===== src/rtl/stall_replay_buffer_pkg.sv =====
// Shared sizing helpers and the FIFO operation encoding for the stall replay buffer.
// Widths are derived from DEPTH so non-power-of-two depths size correctly.
package stall_buf_pkg;

   localparam int unsigned DEF_WIDTH = 32'd32;
   localparam int unsigned DEF_DEPTH = 32'd2;

   typedef enum logic [1:0] {
      OP_NONE = 2'b00,
      OP_POP  = 2'b01,
      OP_PUSH = 2'b10,
      OP_BOTH = 2'b11
   } fifo_op_e;

   function automatic int unsigned count_width(input int unsigned depth);
      return $clog2(depth + 32'd1);
   endfunction

   function automatic int unsigned ptr_width(input int unsigned depth);
      if (depth > 32'd1) begin
         return $clog2(depth);
      end else begin
         return 32'd1;
      end
   endfunction

   localparam int unsigned DEF_PTR_W = ptr_width(DEF_DEPTH);

endpackage


===== src/rtl/stall_replay_buffer_if.sv =====
// Source/consumer side bundle of the stall replay buffer; the buffer uses the slave view.
interface stall_replay_buffer_if #(
   parameter int unsigned WIDTH = stall_buf_pkg::DEF_WIDTH,
   parameter int unsigned DEPTH = stall_buf_pkg::DEF_DEPTH
) ();

   localparam int unsigned CNT_W = stall_buf_pkg::count_width(DEPTH);

   logic             stall;
   logic [WIDTH-1:0] in;
   logic             in_valid;
   logic [WIDTH-1:0] out;
   logic             out_valid;
   logic             hold;
   logic [CNT_W-1:0] count;
   logic             overflow;

   modport master (
      output stall, in, in_valid,
      input  out, out_valid, hold, count, overflow
   );

   modport slave (
      input  stall, in, in_valid,
      output out, out_valid, hold, count, overflow
   );

endinterface


===== src/rtl/stall_replay_buffer_chk.sv =====
// Runtime properties of the replay buffer: bounded occupancy, stall stability, sticky overflow.
module stall_replay_buffer_chk #(
   parameter int unsigned WIDTH = 32'd32,
   parameter int unsigned DEPTH = 32'd2,
   parameter int unsigned CNT_W = 32'd2
) (
   input logic             clk,
   input logic             reset_n,
   input logic             stall,
   input logic [WIDTH-1:0] out,
   input logic             out_valid,
   input logic [CNT_W-1:0] count,
   input logic             overflow
);

   a_count_range: assert property (@(posedge clk) disable iff (!reset_n)
      count <= CNT_W'(DEPTH));

   // A beat shown while stalled must still be shown, unchanged, next cycle.
   a_stall_stable: assert property (@(posedge clk) disable iff (!reset_n)
      (stall && out_valid) |=> (out_valid && $stable(out)));

   a_overflow_sticky: assert property (@(posedge clk) disable iff (!reset_n)
      overflow |=> overflow);

endmodule


===== src/rtl/stall_replay_buffer_fifo.sv =====
// WIDTH x DEPTH register FIFO with explicitly wrapping pointers and an occupancy count.
// The caller guarantees no push into a full FIFO without a pop, and no pop when empty.
module stall_buf_fifo
   import stall_buf_pkg::*;
#(
   parameter int unsigned WIDTH = DEF_WIDTH,
   parameter int unsigned DEPTH = DEF_DEPTH
) (
   input  logic                          clk,
   input  logic                          reset_n,
   input  logic                          i_push,
   input  logic                          i_pop,
   input  logic [WIDTH-1:0]              i_data,
   output logic [WIDTH-1:0]              o_head,
   output logic [count_width(DEPTH)-1:0] o_count
);

   localparam int unsigned PTR_W = ptr_width(DEPTH);
   localparam int unsigned CNT_W = count_width(DEPTH);

   logic [WIDTH-1:0] r_mem [DEPTH];
   logic [PTR_W-1:0] r_head;
   logic [PTR_W-1:0] r_tail;
   logic [CNT_W-1:0] r_count;
   fifo_op_e         w_op;

   function automatic logic [PTR_W-1:0] next_ptr(input logic [PTR_W-1:0] ptr);
      if (ptr == PTR_W'(DEPTH - 32'd1)) begin
         return {PTR_W{1'b0}};
      end else begin
         return ptr + PTR_W'(1);
      end
   endfunction

   assign w_op    = fifo_op_e'({i_push, i_pop});
   assign o_head  = r_mem[r_head];
   assign o_count = r_count;

   // Storage is deliberately left unreset; only occupied slots are ever read.
   always_ff @(posedge clk) begin
      if (i_push) begin
         r_mem[r_tail] <= i_data;
      end
   end

   // Pointer and occupancy state.
   always_ff @(posedge clk or negedge reset_n) begin
      if (!reset_n) begin
         r_head  <= {PTR_W{1'b0}};
         r_tail  <= {PTR_W{1'b0}};
         r_count <= {CNT_W{1'b0}};
      end else begin
         if (i_push) begin
            r_tail <= next_ptr(r_tail);
         end
         if (i_pop) begin
            r_head <= next_ptr(r_head);
         end
         case (w_op)
            OP_PUSH: r_count <= r_count + CNT_W'(1);
            OP_POP:  r_count <= r_count - CNT_W'(1);
            default: r_count <= r_count;
         endcase
      end
   end

endmodule


===== src/rtl/stall_replay_buffer.sv =====
// Lossless skid/replay buffer between a fixed-latency source and a stallable consumer.
// Empty: zero-latency bypass of the source; otherwise the oldest stored beat is presented.
module stall_replay_buffer
   import stall_buf_pkg::*;
#(
   parameter int unsigned WIDTH = DEF_WIDTH,
   parameter int unsigned DEPTH = DEF_DEPTH
) (
   input logic                  clk,
   input logic                  reset_n,
   stall_replay_buffer_if.slave bus
);

   localparam int unsigned CNT_W = count_width(DEPTH);

   logic [WIDTH-1:0] w_head;
   logic [CNT_W-1:0] w_count;
   logic             w_empty;
   logic             w_full;
   logic             w_pop;
   logic             w_push_req;
   logic             w_push;
   logic             w_drop;
   logic             r_overflow;

   assign w_empty = (w_count == {CNT_W{1'b0}});
   assign w_full  = (w_count == CNT_W'(DEPTH));

   // A bypassed beat taken by the consumer is never stored; any other arrival queues behind the head.
   assign w_pop      = ~w_empty & ~bus.stall;
   assign w_push_req = bus.in_valid & ~(w_empty & ~bus.stall);
   assign w_push     = w_push_req & (~w_full | w_pop);
   assign w_drop     = w_push_req & w_full & ~w_pop;

   assign bus.out       = w_empty ? bus.in : w_head;
   assign bus.out_valid = reset_n & (w_empty ? bus.in_valid : 1'b1);
   assign bus.hold      = bus.stall | ~w_empty;
   assign bus.count     = w_count;
   assign bus.overflow  = r_overflow;

   stall_buf_fifo #(
      .WIDTH (WIDTH),
      .DEPTH (DEPTH)
   ) u_fifo (
      .clk     (clk),
      .reset_n (reset_n),
      .i_push  (w_push),
      .i_pop   (w_pop),
      .i_data  (bus.in),
      .o_head  (w_head),
      .o_count (w_count)
   );

   // Sticky record of any beat lost to a full buffer.
   always_ff @(posedge clk or negedge reset_n) begin
      if (!reset_n) begin
         r_overflow <= 1'b0;
      end else if (w_drop) begin
         r_overflow <= 1'b1;
      end else begin
         r_overflow <= r_overflow;
      end
   end

   stall_replay_buffer_chk #(
      .WIDTH (WIDTH),
      .DEPTH (DEPTH),
      .CNT_W (CNT_W)
   ) u_chk (
      .clk       (clk),
      .reset_n   (reset_n),
      .stall     (bus.stall),
      .out       (bus.out),
      .out_valid (bus.out_valid),
      .count     (w_count),
      .overflow  (r_overflow)
   );

endmodule


===== src/flat_wrapper.sv =====
// flat-port wrapper written by rule: the top's interface ports become plain ports
module stall_replay_buffer_flat import stall_buf_pkg::*;
#(
   parameter int unsigned WIDTH = DEF_WIDTH,
   parameter int unsigned DEPTH = DEF_DEPTH
)
  (clk, reset_n, bus_stall, bus_in, bus_in_valid, bus_out, bus_out_valid, bus_hold, bus_count, bus_overflow);
  stall_replay_buffer_if #(.WIDTH(WIDTH), .DEPTH(DEPTH)) bus_i ();
  input logic clk;
  input logic reset_n;
  input wire logic [$bits(bus_i.stall)-1:0] bus_stall;
  input wire logic [$bits(bus_i.in)-1:0] bus_in;
  input wire logic [$bits(bus_i.in_valid)-1:0] bus_in_valid;
  output wire logic [$bits(bus_i.out)-1:0] bus_out;
  output wire logic [$bits(bus_i.out_valid)-1:0] bus_out_valid;
  output wire logic [$bits(bus_i.hold)-1:0] bus_hold;
  output wire logic [$bits(bus_i.count)-1:0] bus_count;
  output wire logic [$bits(bus_i.overflow)-1:0] bus_overflow;
  assign bus_i.stall = bus_stall;
  assign bus_i.in = bus_in;
  assign bus_i.in_valid = bus_in_valid;
  assign bus_out = bus_i.out;
  assign bus_out_valid = bus_i.out_valid;
  assign bus_hold = bus_i.hold;
  assign bus_count = bus_i.count;
  assign bus_overflow = bus_i.overflow;
  stall_replay_buffer #(.WIDTH(WIDTH), .DEPTH(DEPTH)) u_core (.clk(clk), .reset_n(reset_n), .bus(bus_i));
endmodule

===== config.mk =====
export PLATFORM = sky130hd
export DESIGN_NAME = stall_replay_buffer_flat
export DESIGN_NICKNAME = d
export VERILOG_FILES = /design/src/rtl/stall_replay_buffer_pkg.sv /design/src/rtl/stall_replay_buffer_if.sv /design/src/rtl/stall_replay_buffer_chk.sv /design/src/rtl/stall_replay_buffer_fifo.sv /design/src/rtl/stall_replay_buffer.sv /design/src/flat_wrapper.sv
export SDC_FILE = /design/constraint.sdc
export NUM_CORES = 1
export LEC_CHECK = 0
export BUFFER_PORTS_ARGS = -buffer_cell sky130_fd_sc_hd__clkbuf_2
export CELL_PAD_IN_SITES_DETAIL_PLACEMENT = 1
export CELL_PAD_IN_SITES_GLOBAL_PLACEMENT = 2
export CORE_ASPECT_RATIO = 0.7
export CORE_UTILIZATION = 39
export CTS_CLUSTER_SIZE = 20
export DETAILED_ROUTE_END_ITERATION = 6
export GPL_TIMING_DRIVEN = 0
export PLACE_DENSITY = 0.86
export RECOVER_POWER = 25
export SYNTH_ARGS = -nofsm -noshare
export SYNTH_HDL_FRONTEND = slang
export SYNTH_SLANG_ARGS = --single-unit

===== constraint.sdc =====
create_clock -name clk -period 4.95 [get_ports clk]
set_input_delay 0.2475 -clock clk [delete_from_list [all_inputs] [get_ports clk]]
set_output_delay 0.2475 -clock clk [all_outputs]
set_load 0.01 [all_outputs]

---- Yosys cells after proc, flatten, opt, wreduce, memory -nomap -nowiden ----
Memory sizes are Yosys's and may differ from the RTL's.
Cells that the tools add are included.
operators by class
  $add $sub $neg .......................... 4
  muxes and demuxes ....................... 7
  reduce and logical (&&, ||, !) cells .... 2
  bitwise operators ....................... 14
  equality and inequality tests ........... 3
operators with widths
  cell                                                  count
  2-to-1 mux 32 bit                                     1
  AND 1 bit                                             7
  2-to-1 mux 1 bit                                      5
  NOT 1 bit                                             5
  equality test 2 bit (second input constant)           2
  case mux 2 bit (2 select lines)                       1
  adder 1 bit (second input constant)                   2
  adder 2 x 1 -> 2 bit (second input constant)          1
  equality test 2 x 1 -> 1 bit (second input constant)  1
  logical NOT 2 bit                                     1
  bitwise OR 1 bit                                      2
  nonzero test 2 bit                                    1
  subtractor 2 x 1 -> 2 bit (second input constant)     1
word-level totals
  bits in registers ....................... 5
  bits in writable memories ............... 64
  input bits .............................. 36
  logic and storage cells ................. 35
  memories ................................ 1
memories
  name                 depth  width  rd ports  clocked after memory_dff  wr ports  line                            source
  u_core.u_fifo.r_mem  2      32     1         0                         1         stall_replay_buffer_fifo.sv:21  logic [WIDTH-1:0] r_mem [DEPTH];

---- Longest topological paths before layout ----
Gate-level depths: netlist of the first run.
  depth in word-level cells ............... 7
  depth in mapped cells ................... 6
  gate-level depth less buffers ........... 3

---- Modules after synthesis ----
Synthesis of the first run repeated with hierarchy kept, for this count alone.
second synthesis, totals
  cell total of the unflattened synthesis .. 158
  area, all modules ....................... 3224.3 um^2
by module, submodules not included
  module               area an instance (um^2)  sequential area each (um^2)  cells each  instances
  stall_buf_fifo       2636.3                   2021.9                       114         1
  stall_replay_buffer  588.1                    25.0                         44          1

---- Worst setup path before layout of the first run ----
OpenSTA, ideal clock, no wires.
  path kind ............................... register -> register
  from .................................... register u_core.u_fifo.r_count[1], in the netlist u_core.u_fifo.o_count[1]
  to ...................................... memory u_core.u_fifo.r_mem[1][0] (netlist name), enable pin
  arrival time ............................ 2.165 ns
  cell stages (with the launch flop) ...... 5
  slack ................................... 2.364 ns
  buffers on the path ..................... 1
  clock period less this slack ............ 2.586 ns
  required time ........................... 4.529 ns
  path through ............................ dfrtp_1 > buf_6 > xor2_1 > o21ai_2 > nor2_1
on the way
  longest elaborated chain between the ends .. 7
ends and longest elaborated chain
  what                                                  line                                                  source
  start, declared                                       stall_replay_buffer_fifo.sv:24                        logic [CNT_W-1:0] r_count;
  start signal, assigned                                stall_replay_buffer_fifo.sv:51                        r_count <= {CNT_W{1'b0}};
  start signal, assigned                                stall_replay_buffer_fifo.sv:60                        OP_PUSH: r_count <= r_count + CNT_W'(1);
  start signal, assigned                                stall_replay_buffer_fifo.sv:61                        OP_POP: r_count <= r_count - CNT_W'(1);
  logical NOT 2 bit                                     stall_replay_buffer.sv:26                             assign w_empty = (w_count == {CNT_W{1'b0}});
  AND 1 bit / NOT 1 bit (equally long branches)         stall_replay_buffer.sv:31, stall_replay_buffer.sv:30
  NOT 1 bit / AND 1 bit (equally long branches)         stall_replay_buffer.sv:31, stall_replay_buffer.sv:30
  AND 1 bit / bitwise OR 1 bit (equally long branches)  stall_replay_buffer.sv:31, stall_replay_buffer.sv:32
  AND 1 bit (*)                                         stall_replay_buffer.sv:32                             assign w_push = w_push_req & (~w_full | w_pop);
  2-to-1 mux 1 bit (*)                                  stall_replay_buffer_fifo.sv:41                        if (i_push) begin
  2-to-1 mux 1 bit (not written as such) (*)            stall_replay_buffer_fifo.sv:42                        r_mem[r_tail] <= i_data;
  end, declared                                         stall_replay_buffer_fifo.sv:21
Mark *: on every way between the ends. The rest lies on a longest branch, timed or not.

---- Final worst setup path of the first run ----
  from .................................... register u_core.u_fifo.r_count[0], in the netlist u_core.u_fifo.o_count[0]
  to ...................................... output port bus_out[24]
on the way
  longest elaborated chain between the ends .. 2
ends and longest elaborated chain
  what               line                       source
  logical NOT 2 bit  stall_replay_buffer.sv:26
  2-to-1 mux 32 bit  stall_replay_buffer.sv:35  assign bus.out = w_empty ? bus.in : w_head;
  end, declared      flat_wrapper.sv:14         output wire logic [$bits(bus_i.out)-1:0] bus_out;
No other way between the ends.

==> results.txt, run 1 <==
----------------------------------------------------
[Synth]
  Proportion of synthesized area in mux cells ... 0.110
  Cell variety after synth ... 22
  Simple-Gate Fraction of Synth Area ... 0.0574
  Synthesized net count ... 238
  Post-synthesis instance area ... 3010 µm²
  Xor/xnor share of the synthesized area ... 0.00873
  Largest family of logic cells by synthesized area ... multiplexers
  Complex-gate fraction of the synthesized area ... 0.0819
  Sequential cell area fraction in the yosys report ... 0.680
  Yosys Warn Count ... 0
  Number of synthesized register bits ... 69
  Arithmetic-cell share of the synthesized area counting full adders, half adders and majority gates ... 0
  Post-synthesis instance total ... 202
  Per-instance average area after synthesis ... 14.9 µm²

[Detailed routing]
  First-pass iteration count of the detailed router ... 4
  Starting DRT DRC Count ... 70
  Detailed Route WL ... 6210 µm
  Post-DR vias/cell ... 4.87
  Number of nets still failing antenna checks after routing ... 0
  Detail-routed net length per standard cell ... 16.0 µm
  DRC violations left ... 0
  Overall via count from detail_route ... 1893

[Timing]
  Fmax ... 535 MHz
  Total Negative Setup Slacks ... 0 ns
  Final hold viol count ... 0
  Worst slew margin ... 0.760
  Worst setup skew after layout ... 0.00553 ns
  Setup repair after global routing missed its margin ... false
  Share of the clock period used by the worst path ... 0.378
  Minimum clock period ... 1.87 ns
  Worst Max-Slew Pin Slew ... 0.359 ns
  Number of endpoints failing setup at the final stage ... 0
  Final Slew Violations ... 0

[GRT]
  Initial antenna violation count ... 0
  All-layer global routing usage ... 0.168
  Met3 capacity usage during global routing ... 0.0573
  Top Usage Layer GRT ... met2
  Met1 GRT Util ... 0.225
  Via count of the first global-routing pass ... 1925
  Maximum number of pins on one net before global-route repair ... 24
  First-pass GRT wire length ... 9950 µm
  Leftover overflow at the end of global routing ... 0
  GR met2 Demand/Resource ... 0.270

[Cells and area]
  Layout fillers ... 765
  Multi-input combinational cell area ... 791 µm²
  Count of inserted antenna diode cells ... 0
  Layout overhead on the synthesized area ... 25.7%
  Count of nets after finishing ... 323
  Area used by sequential logic in the layout ... 2050 µm²
  Layout Utilization ... 0.512
  Ratio of cells with drive above 1 in the final layout ... 0.316
  Number of non-filler instances in the completed layout ... 389

[Place]
  Count of port buffers added during placement ... 71
  HPWL Detailed ... 4220 µm
  GP Congestion ... 0.661
  Placed insts ... 373

[Setup path]
  Buf+Inv Stages, Crit Path ... 4
  Launch point of the critical path ... u_core.u_fifo.o_count[0]$_DFFE_PN0P_
  R2r setup slk ... 3.26 ns
  Crit-path most repeated cell ... sky130_fd_sc_hd__buf_12
  Critical path launch point type ... flop
  Crit path max-delay cell type ... sky130_fd_sc_hd__dfrtp_1
  Critical path type ... flop to output port
  Worst-path cell chain ... buf_6 -> nor2_8 -> buf_12 -> buf_12 -> nand2_1 -> o21ai_0 -> clkbuf_2
  Data arrival, critical path ... 1.62 ns
  Critical path's top delay family ... buffers and inverters
  CP max stage delay ... 0.40 ns
  CP Max Fanout ... 10
  Required time of the worst setup path ... 4.70 ns
  Worst flop-to-flop path startpoint ... u_core.u_fifo.o_count[1]$_DFFE_PN0P_
  Element type at the critical path end ... output port

[Pwr]
  Areal power density over the cells ... 545 nW/µm²
  Reported leakage power ... 1.49 nW
  Power share of the combinational group ... 0.333
  Maximum VDD drop ... 228 µV
  Share of power burned in the clock network ... 0.284
  Psw ... 0.620 mW
  Register share of total power ... 0.383
  Switching power as a share of total power ... 0.300
  Internal cell power ... 1.44 mW

[Clocking]
  Total CTS buffers ... 9
  Post-CTS Hold Buffers ... 1
  H-Tree Depth ... 3
  CTS sink cnt ... 69
  Number of buffers on the longest clock path ... 2
  TritonCTS clock tree ... built
  CTS root buf ... sky130_fd_sc_hd__clkbuf_8
  Clock edge transition at the registers on the reported setup and hold paths ... 0.07 ns
  Post-CTS setup repair buffer count ... 0
  Cts repair resizes ... 0
  Clk Latency, worst-skew pair ... 0.33 ns

[Floorplanning]
  Overall die width ... 107 µm
  Starting Density ... 0.408
  DIE AREA ... 8080 µm²
  Die outline height ... 75.5 µm
  I/O pin cnt ... 73
  Std-Cell Core Area ... 7380 µm²
  Num rows ... 26

[Status]
  Outcome ... complete, no violations

[Hold path]
  Source of the worst hold timing path ... bus_in[15]
  Hold Path Class ... input port to flop

[Run]
  Number of violations of the max-capacitance limit ... 0

----------------------------------------------------
## final timing paths
| path | depth (start not counted) | endpoint |
|---|---|---|
| worst min register to register | 1 | u_core.bus.overflow$_DFFE_PN0P_ |
| min in group asynchronous | 2 | u_core.u_fifo.o_count[1]$_DFFE_PN0P_ |
| worst min-delay path | 1 | u_core.u_fifo.r_mem[1][15]$_DFFE_PP_ |
| worst max-delay path | 7 | bus_out[24] |
| worst max register to register | 5 | u_core.u_fifo.r_mem[1][18]$_DFFE_PP_ |
| max in group asynchronous | 2 | u_core.u_fifo.o_count[0]$_DFFE_PN0P_ |
## final cells by class
type	instances	area share
inverters	3	0.00298
flip-flops and latches	69	0.541
repair buffers	74	0.0992
well taps	98	0.0324
clock inverters	6	0.0360
clock buffers	9	0.0327
plain buffers	14	0.0466
multi-input cells	116	0.209
## through the flow
step	total power, mW	cell area [µm²]	hold WS, ns	worst slack (ns)
finish	2.06	3780	0.133	3.08
CTS	2.10	3810	0.101	3.04
global route	2.18	3780	0.119	2.96
global placement	1.47	3490	0.0836	1.61
floorplan	1.26	3010	-0.0481	2.36
detailed placement	1.51	3540	0.0842	3.23
## power groups by stage
stage	sequential [mW]	clock, mW	combinational (mW)
after floorplan	0.800	0	0.455
after global placement	0.802	0	0.666
final	0.789	0.586	0.687
after detailed placement	0.802	0	0.704
after global routing	0.798	0.629	0.758
after CTS	0.790	0.604	0.708
## logic make-up (layout without fill, tap and decap cells)
logic type	count (synthesis)	after routing
XOR/XNOR	3	3
flip-flops	69	69
buffers and inverters	17	106
multiplexers	33	33
AND/OR/NAND/NOR	40	40
AO/OA/AOI/OAI	40	40
## cells in the final DEF, fill, tap and decap left out, drive strengths merged
master and instances:
clkinvlp 1, edfxtp 64, xnor2 1, a211oi 1
a41o 1, mux2i 33, a22oi 1, a21oi 2
o31a 1, dfrtp 5, xor2 2, clkbuf 82
dlygate4sd3 1, nor2 5, buf 14, nand2 34
inv 3, clkinv 1, and4 1, bufinv 4
o21ai 34
## sequential cells by signal, indices dropped and copies added (netlist names)
| signal | cells |
|---|---|
| u_core.u_fifo.r_tail | 1 |
| u_core.u_fifo.o_count | 2 |
| u_core.u_fifo.r_head | 1 |
| u_core.u_fifo.r_mem | 64 |
| u_core.bus.overflow | 1 |
## cells in the mapped netlist
master,number,area share
sky130_fd_sc_hd__edfxtp_1,64,0.64
sky130_fd_sc_hd__a22oi_1,1,0.0025
sky130_fd_sc_hd__o31a_2,1,0.0033
sky130_fd_sc_hd__buf_12,4,0.027
sky130_fd_sc_hd__a21oi_1,2,0.0033
sky130_fd_sc_hd__nand2_1,34,0.042
sky130_fd_sc_hd__o21ai_1,3,0.0050
sky130_fd_sc_hd__inv_1,3,0.0037
sky130_fd_sc_hd__clkbuf_2,2,0.0033
sky130_fd_sc_hd__nor2_8,1,0.0067
sky130_fd_sc_hd__o21ai_0,23,0.038
sky130_fd_sc_hd__a211oi_1,1,0.0025
sky130_fd_sc_hd__xor2_1,2,0.0058
sky130_fd_sc_hd__o21ai_2,8,0.023
sky130_fd_sc_hd__mux2i_1,33,0.11
sky130_fd_sc_hd__buf_6,7,0.026
sky130_fd_sc_hd__dfrtp_1,5,0.042
sky130_fd_sc_hd__nor2_1,4,0.0050
sky130_fd_sc_hd__buf_4,1,0.0025
sky130_fd_sc_hd__and4_2,1,0.0033
sky130_fd_sc_hd__xnor2_1,1,0.0029
sky130_fd_sc_hd__a41o_2,1,0.0037
## metal layers
metal | share of wire | routed length (µm)
met1 | 0.47 | 2950
met2 | 0.47 | 2900
met3 | 0.057 | 352
met4 | 0.0016 | 10
met5 | 0 | 0
## worst register-to-register path: stages (launching register included)
cell	delay, ns
sky130_fd_sc_hd__dfrtp_1	0.39
sky130_fd_sc_hd__buf_6	0.15
sky130_fd_sc_hd__xor2_1	0.16
sky130_fd_sc_hd__o21ai_2	0.14
sky130_fd_sc_hd__nor2_4	0.31
sky130_fd_sc_hd__buf_12	0.24
(Power assumes the default switching activity.)
==> run 2, diff against run 1 <==
--- a/config.mk
+++ b/config.mk
@@ -9,11 +9,11 @@
 export CELL_PAD_IN_SITES_DETAIL_PLACEMENT = 1
 export CELL_PAD_IN_SITES_GLOBAL_PLACEMENT = 2
 export CORE_ASPECT_RATIO = 0.7
-export CORE_UTILIZATION = 39
+export CORE_UTILIZATION = 36
 export CTS_CLUSTER_SIZE = 20
 export DETAILED_ROUTE_END_ITERATION = 6
 export GPL_TIMING_DRIVEN = 0
-export PLACE_DENSITY = 0.86
+export PLACE_DENSITY = 0.8
 export RECOVER_POWER = 25
 export SYNTH_ARGS = -nofsm -noshare
 export SYNTH_HDL_FRONTEND = slang
==> constraint.sdc (replaced) <==
create_clock -name clk -period 1.75 [get_ports clk]
set_input_delay 0.0875 -clock clk [delete_from_list [all_inputs] [get_ports clk]]
set_output_delay 0.0875 -clock clk [all_outputs]
set_load 0.01 [all_outputs]
==> run 2 against run 1 <==
Compared with the run above:
- the flow now finishes with violations (DRC)
- clock skew increased by 0.0012 ns
- clock power rose to 3.5 times the previous value
- total power grew to 3.1 times the previous value
- largest cell class unchanged
- flip-flop and latch count unchanged
- combinational power grew to 3.1 times the previous value
- register-to-register slack worse by 3.1 ns
- worst setup slack lost 3.0 ns
- highest routed layer unchanged
- non-clock buffer count is 38 higher
- via count up 8.7%
- sequential power rose to 2.8 times the previous value
- critical path type unchanged
- global-route usage fell by 0.32 points
==> results.txt, run 2 (synthesis gave the netlist of run 1 again) <==
----------------------------------------------------
[Clocking]
  Number of buffers on the longest clock path ... 2 (unchanged)
  Clk Latency, worst-skew pair ... 0.32 ns (about the same)
  Clock edge transition at the registers on the reported setup and hold paths ... 0.05 ns (-0.02 ns)
  H-Tree Depth ... 3 (unchanged)
  CTS sink cnt ... 69 (unchanged)
  TritonCTS clock tree ... built
  CTS root buf ... sky130_fd_sc_hd__clkbuf_16
  Total CTS buffers ... 9 (unchanged)

[Pwr]
  Areal power density over the cells ... 1490 nW/µm² (+170%)
  Reported leakage power ... 1.72 nW (+15%)
  Maximum VDD drop ... 574 µV (+150%)

[Place]
  Count of port buffers added during placement ... 71 (unchanged)
  GP Congestion ... 0.678 (+2.6%)
  Placed insts ... 376 (+0.80%)
  HPWL Detailed ... 4360 µm (+3.4%)

[Timing]
  Final hold slack ... 0.0704 ns (-0.0629 ns)
  Final Slew Violations ... 0 (unchanged)
  Fmax ... 605 MHz
  Worst Max-Slew Pin Slew ... 0.385 ns (+0.0251 ns)
  Worst slew margin ... 0.744 (-0.0167)
  Setup repair after global routing missed its margin ... false
  Number of endpoints failing setup at the final stage ... 0 (unchanged)
  Final hold viol count ... 0 (unchanged)
  Share of the clock period used by the worst path ... 0.945
  Worst setup skew after layout ... 0.00672 ns (+0.00119 ns)
  Minimum clock period ... 1.65 ns

[Cells and area]
  Count of inserted antenna diode cells ... 0 (unchanged)
  Layout fillers ... 813 (+6.3%)
  Count of nets after finishing ... 361 (+12%)
  Area used by sequential logic in the layout ... 2050 µm² (unchanged)
  Most common cell after layout, fill and taps aside ... sky130_fd_sc_hd__edfxtp_1
  Ratio of cells with drive above 1 in the final layout ... 0.315 (-0.00100)
  Flip-flop count of the largest register, all copies and words added ... 64 (unchanged)
  Multi-input combinational cell area ... 795 µm² (+0.47%)
  Number of non-filler instances in the completed layout ... 431 (+11%)
  Commonest non-fill, non-tap cells in the layout ... 64 x sky130_fd_sc_hd__edfxtp_1, 49 x sky130_fd_sc_hd__clkbuf_2, 34 x sky130_fd_sc_hd__nand2_1, 33 x sky130_fd_sc_hd__mux2i_1, 33 x sky130_fd_sc_hd__dlygate4sd3_1
  Layout overhead on the synthesized area ... 42.3%
  Largest Register ... u_core.u_fifo.r_mem

[Setup path]
  Data arrival, critical path ... 1.57 ns (-0.05 ns)
  Required time of the worst setup path ... 1.66 ns (-3.04 ns)
  CP Max Fanout ... 10 (unchanged)
  Element type at the critical path end ... output port
  Critical path type ... flop to output port
  Critical path launch point type ... flop
  R2r setup slk ... 0.18 ns (-3.08 ns)

[Floorplanning]
  Starting Density ... 0.378 (-0.0301)
  I/O pin cnt ... 73 (unchanged)
  DIE AREA ... 8740 µm² (+8.1%)
  Num rows ... 27 (+3.8%)
  Die outline height ... 78.5 µm (+4.0%)
  Overall die width ... 111 µm (+4.0%)
  Std-Cell Core Area ... 7970 µm² (+8.0%)

[Detailed routing]
  Detailed Route WL ... 6660 µm (+7.3%)
  Post-DR vias/cell ... 4.77 (-1.9%)
  Overall via count from detail_route ... 2057 (+8.7%)
  First-pass iteration count of the detailed router ... 6 (+2)
  Number of nets still failing antenna checks after routing ... 0 (unchanged)
  Detail-routed net length per standard cell ... 15.5 µm (-3.2%)
  DRC violations left ... 8 (+8)
  Starting DRT DRC Count ... 47 (-33%)

[GRT]
  Maximum number of pins on one net before global-route repair ... 18 (-25%)
  All-layer global routing usage ... 0.165 (-0.00318)
  Initial antenna violation count ... 0 (unchanged)
  Leftover overflow at the end of global routing ... 0 (unchanged)
  First-pass GRT wire length ... 10600 µm (+6.8%)
  Via count of the first global-routing pass ... 2128 (+11%)

[Run]
  Number of violations of the max-capacitance limit ... 0 (unchanged)

[Status]
  Violations in the final reports ... DRC
  Outcome ... complete, but fails checks

[Hold path]
  Hold Path Class ... input port to flop

----------------------------------------------------
[run 2: changes by cell type in the layout (fill, tap and decap cells not counted), moves of 2 or more]
cell | before | now
sky130_fd_sc_hd__buf_4 | 1 | 5
sky130_fd_sc_hd__dlygate4sd3_1 | 1 | 33
sky130_fd_sc_hd__clkbuf_16 | 0 | 9
sky130_fd_sc_hd__clkbuf_8 | 9 | 0
sky130_fd_sc_hd__buf_2 | 0 | 5
sky130_fd_sc_hd__buf_16 | 0 | 2
sky130_fd_sc_hd__clkbuf_1 | 24 | 20
[run 2: final timing paths]
check,from,end,depth (start not counted)
setup / recovery,u_core.u_fifo.o_count[1]$_DFFE_PN0P_,bus_out[0],7
hold / removal,bus_stall,u_core.u_fifo.o_count[0]$_DFFE_PN0P_,2
setup reg to reg,u_core.u_fifo.o_count[1]$_DFFE_PN0P_,u_core.u_fifo.r_mem[1][25]$_DFFE_PP_,5
hold reg to reg,u_core.bus.overflow$_DFFE_PN0P_,u_core.bus.overflow$_DFFE_PN0P_,1
max in group asynchronous,reset_n,u_core.u_fifo.r_tail$_DFFE_PN0P_,2
min in group asynchronous,reset_n,u_core.bus.overflow$_DFFE_PN0P_,2
[run 2: cell type report]
type / instances / share of cell area
clock buffer: 10 / 0.0535
timing repair buffer: 112 / 0.184
multi-input combinational: 116 / 0.186
buffer: 14 / 0.0412
clock inverter: 6 / 0.0260
inverter: 3 / 0.00263
tap: 101 / 0.0295
sequential: 69 / 0.478
[run 2: what timing repair did]
item | in CTS | in global routing
setup endpoints to repair | 34 | 9
setup buffers | 4 | 2
hold endpoints to repair | 69 | 0
hold buffers | 33 | 0
resized for setup | 0 | 7
pin swaps | 2 | 0
gates cloned | 0 | 0
[run 2: routing by layer]
layer	global-route usage	vias to the layer above	part of all wire	routed length, µm
li1	-	994	-	-
met1	0.200	998	0.45	3000
met2	0.281	59	0.48	3220
met3	0.0479	6	0.058	383
met4	0.0595	0	0.0084	56
met5	0	-	0	0
[run 2: power by group]
part	total (mW)	switching [mW]	internal (mW)
clock network	2.03	0.642	1.39
registers	2.23	0.0867	2.14
logic	2.13	1.14	0.991
[run 2: per-stage QoR]
step           area (µm²)  setup WS [ns]  utilization  power (mW)  setup TNS (ns)
2_1_floorplan        3020         -0.313            -        3.55          -20.02
3_3_place_gp         3500         -0.782        0.439        4.17          -49.90
3_5_place_dp         3560         -0.115        0.447        4.29           -3.87
4_1_cts              4290         0.0296        0.538        6.47               0
5_1_grt              4280        0.00453        0.537        6.72               0
6_report             4280         0.0970        0.537        6.39               0
[run 2: critical path: stages, from the launching register on]
cell,delay (ns)
sky130_fd_sc_hd__dfrtp_1,0.38
sky130_fd_sc_hd__buf_6,0.15
sky130_fd_sc_hd__nor2_8,0.14
sky130_fd_sc_hd__buf_12,0.14
sky130_fd_sc_hd__buf_12,0.12
sky130_fd_sc_hd__nand2_1,0.05
sky130_fd_sc_hd__o21ai_0,0.09
sky130_fd_sc_hd__clkbuf_2,0.17
==> run 3, diff against run 2 <==
--- a/config.mk
+++ b/config.mk
@@ -14,7 +14,7 @@
 export DETAILED_ROUTE_END_ITERATION = 6
 export GPL_TIMING_DRIVEN = 0
 export PLACE_DENSITY = 0.8
-export RECOVER_POWER = 25
+export RECOVER_POWER = 100
 export SYNTH_ARGS = -nofsm -noshare
 export SYNTH_HDL_FRONTEND = slang
 export SYNTH_SLANG_ARGS = --single-unit
==> run 3 against run 2 <==
Compared with the run above:
- the run still ends with DRC left
- die area is the same
- worst setup slack lost 0.0020 ns
- combinational power is essentially flat
==> results.txt, run 3 (synthesis gave the netlist of run 1 again) <==
----------------------------------------------------
[Floorplanning]
  Num rows ... 27 (unchanged)
  I/O pin cnt ... 73 (unchanged)
  Die outline height ... 78.5 µm (unchanged)
  DIE AREA ... 8740 µm² (unchanged)
  Overall die width ... 111 µm (unchanged)
  Std-Cell Core Area ... 7970 µm² (unchanged)
  Starting Density ... 0.378 (unchanged)

[GRT]
  Maximum number of pins on one net before global-route repair ... 18 (unchanged)
  Via count of the first global-routing pass ... 2128 (unchanged)
  Initial antenna violation count ... 0 (unchanged)
  First-pass GRT wire length ... 10600 µm (unchanged)
  Leftover overflow at the end of global routing ... 0 (unchanged)
  All-layer global routing usage ... 0.165 (unchanged)

[Run]
  Number of violations of the max-capacitance limit ... 0 (unchanged)

[Cells and area]
  Layout Utilization ... 0.535 (-0.00188)
  Commonest non-fill, non-tap cells in the layout ... 64 x sky130_fd_sc_hd__edfxtp_1, 37 x sky130_fd_sc_hd__clkbuf_2, 34 x sky130_fd_sc_hd__nand2_1, 33 x sky130_fd_sc_hd__mux2i_1, 33 x sky130_fd_sc_hd__dlygate4sd3_1
  Largest Register ... u_core.u_fifo.r_mem
  Count of nets after finishing ... 361 (unchanged)
  Ratio of cells with drive above 1 in the final layout ... 0.279 (-0.0364)
  Post-route design area ... 4270 µm² (-0.35%)
  Count of inserted antenna diode cells ... 0 (unchanged)
  Layout fillers ... 817 (+0.49%)
  Most common cell after layout, fill and taps aside ... sky130_fd_sc_hd__edfxtp_1
  Layout overhead on the synthesized area ... 41.8%
  Number of non-filler instances in the completed layout ... 431 (unchanged)
  Flip-flop count of the largest register, all copies and words added ... 64 (unchanged)

[Clocking]
  Number of buffers on the longest clock path ... 2 (unchanged)
  TritonCTS clock tree ... built
  Clock edge transition at the registers on the reported setup and hold paths ... 0.05 ns (about the same)
  H-Tree Depth ... 3 (unchanged)
  CTS sink cnt ... 69 (unchanged)
  CTS root buf ... sky130_fd_sc_hd__clkbuf_16
  Total CTS buffers ... 9 (unchanged)
  Clk Latency, worst-skew pair ... 0.32 ns (about the same)

[Timing]
  Minimum clock period ... 1.65 ns (+0.00200 ns)
  Final hold viol count ... 0 (unchanged)
  Worst slew margin ... 0.744 (+0.000776)
  Setup repair after global routing missed its margin ... false
  Final Slew Violations ... 0 (unchanged)
  Number of endpoints failing setup at the final stage ... 0 (unchanged)
  Worst Max-Slew Pin Slew ... 0.383 ns (-0.00116 ns)
  Worst setup skew after layout ... 0.00671 ns (-0.00000838 ns)
  Fmax ... 604 MHz (-0.12%)
  Final hold slack ... 0.0690 ns (-0.00146 ns)
  Share of the clock period used by the worst path ... 0.946 (+0.00115)

[Detailed routing]
  First-pass iteration count of the detailed router ... 6 (unchanged)
  Starting DRT DRC Count ... 49 (+4.3%)
  Detailed Route WL ... 6670 µm (+0.15%)
  Overall via count from detail_route ... 2055 (-0.097%)
  Post-DR vias/cell ... 4.77 (about the same)
  Number of nets still failing antenna checks after routing ... 0 (unchanged)
  Detail-routed net length per standard cell ... 15.5 µm (+0.15%)
  DRC violations left ... 8 (unchanged)

[Hold path]
  Hold Path Class ... input port to flop

[Setup path]
  Required time of the worst setup path ... 1.66 ns (about the same)
  Crit path max-delay cell type ... sky130_fd_sc_hd__dfrtp_1
  Worst-path cell chain ... buf_6 -> nor2_8 -> buf_12 -> buf_12 -> nand2_1 -> o21ai_0 -> clkbuf_2
  Data arrival, critical path ... 1.57 ns (about the same)
  Critical path launch point type ... flop
  CP max stage delay ... 0.38 ns (about the same)
  Element type at the critical path end ... output port
  Critical path's top delay family ... buffers and inverters
  Crit-path most repeated cell ... sky130_fd_sc_hd__buf_12
  Buf+Inv Stages, Crit Path ... 4 (unchanged)
  CP Max Fanout ... 10 (unchanged)
  Critical path type ... flop to output port

[Pwr]
  Reported leakage power ... 1.69 nW (-2.1%)
  Maximum VDD drop ... 574 µV (+0.12%)
  Register share of total power ... 0.349 (about the same)
  Internal cell power ... 4.52 mW (-0.15%)
  Share of power burned in the clock network ... 0.318 (about the same)
  Psw ... 1.87 mW (+0.10%)
  Power share of the combinational group ... 0.333 (about the same)
  Areal power density over the cells ... 1500 nW/µm² (+0.27%)
  Switching power as a share of total power ... 0.293 (+0.000525)

[Status]
  Violations in the final reports ... DRC
  Outcome ... complete, but fails checks

[Place]
  GP Congestion ... 0.678 (unchanged)
  Dpl cell area ... 3560 µm² (unchanged)
  HPWL Detailed ... 4360 µm (unchanged)
  Placed insts ... 376 (unchanged)
  Count of port buffers added during placement ... 71 (unchanged)

----------------------------------------------------
[run 3: cell counts in the layout (fill, tap and decap cells not counted)]
Identical to the previous run, type by type.
[run 3: cell type report]
type / instances / area [µm²] / area share
clock inverter: 6 / 111 / 0.0261
buffer: 14 / 176 / 0.0413
sequential: 69 / 2050 / 0.480
timing repair buffer: 112 / 772 / 0.181
clock buffer: 10 / 229 / 0.0537
multi-input combinational: 116 / 795 / 0.186
inverter: 3 / 11.3 / 0.00264
tap: 101 / 126 / 0.0296
[run 3: final timing paths]
check,start,endpoint,slack [ns],depth (start not counted)
worst max-delay path,u_core.u_fifo.o_count[1]$_DFFE_PN0P_,bus_out[0],0.1,7
min in group asynchronous,reset_n,u_core.bus.overflow$_DFFE_PN0P_,0.19,2
worst min-delay path,bus_stall,u_core.u_fifo.o_count[0]$_DFFE_PN0P_,0.07,2
worst min register to register,u_core.bus.overflow$_DFFE_PN0P_,u_core.bus.overflow$_DFFE_PN0P_,0.47,1
worst max register to register,u_core.u_fifo.o_count[1]$_DFFE_PN0P_,u_core.u_fifo.r_mem[1][25]$_DFFE_PP_,0.18,5
max in group asynchronous,reset_n,u_core.u_fifo.o_count[1]$_DFFE_PN0P_,1.28,2
[run 3: metal layers]
layer	vias to the layer above	GRT usage	routed length, µm
li1	992	-	-
met1	1002	0.200	3060
met2	55	0.281	3220
met3	6	0.0479	338
met4	0	0.0595	56
met5	-	0	0
[run 3: repair_timing]
item	CTS	global route
endpoints found under the hold margin	69	0
hold buffers	33	0
pin swaps	2	0
buffers inserted	4	2
gates resized for setup	0	7
setup endpoints to repair	34	9
[run 3: power by group through the flow]
stage,clock (mW),combinational (mW),sequential (mW)
after floorplan,0,1.29,2.26
after global placement,0,1.91,2.26
after detailed placement,0,2.02,2.27
after CTS,2.08,2.16,2.24
after global routing,2.14,2.31,2.26
final,2.03,2.12,2.23
[run 3: worst reg2reg max path: stages (launching register included)]
cell	delay, ns
sky130_fd_sc_hd__dfrtp_1	0.38
sky130_fd_sc_hd__buf_6	0.15
sky130_fd_sc_hd__xor2_1	0.18
sky130_fd_sc_hd__o21ai_2	0.14
sky130_fd_sc_hd__nor2_4	0.23
sky130_fd_sc_hd__buf_16	0.19
[run 3: through the flow]
step	setup slack (ns)	TNS, ns	power (mW)
2_1_floorplan	-0.313	-20.02	3.55
3_3_place_gp	-0.782	-49.90	4.17
3_5_place_dp	-0.115	-3.87	4.29
4_1_cts	0.0296	0	6.47
5_1_grt	0.00217	0	6.71
6_report	0.0950	0	6.39
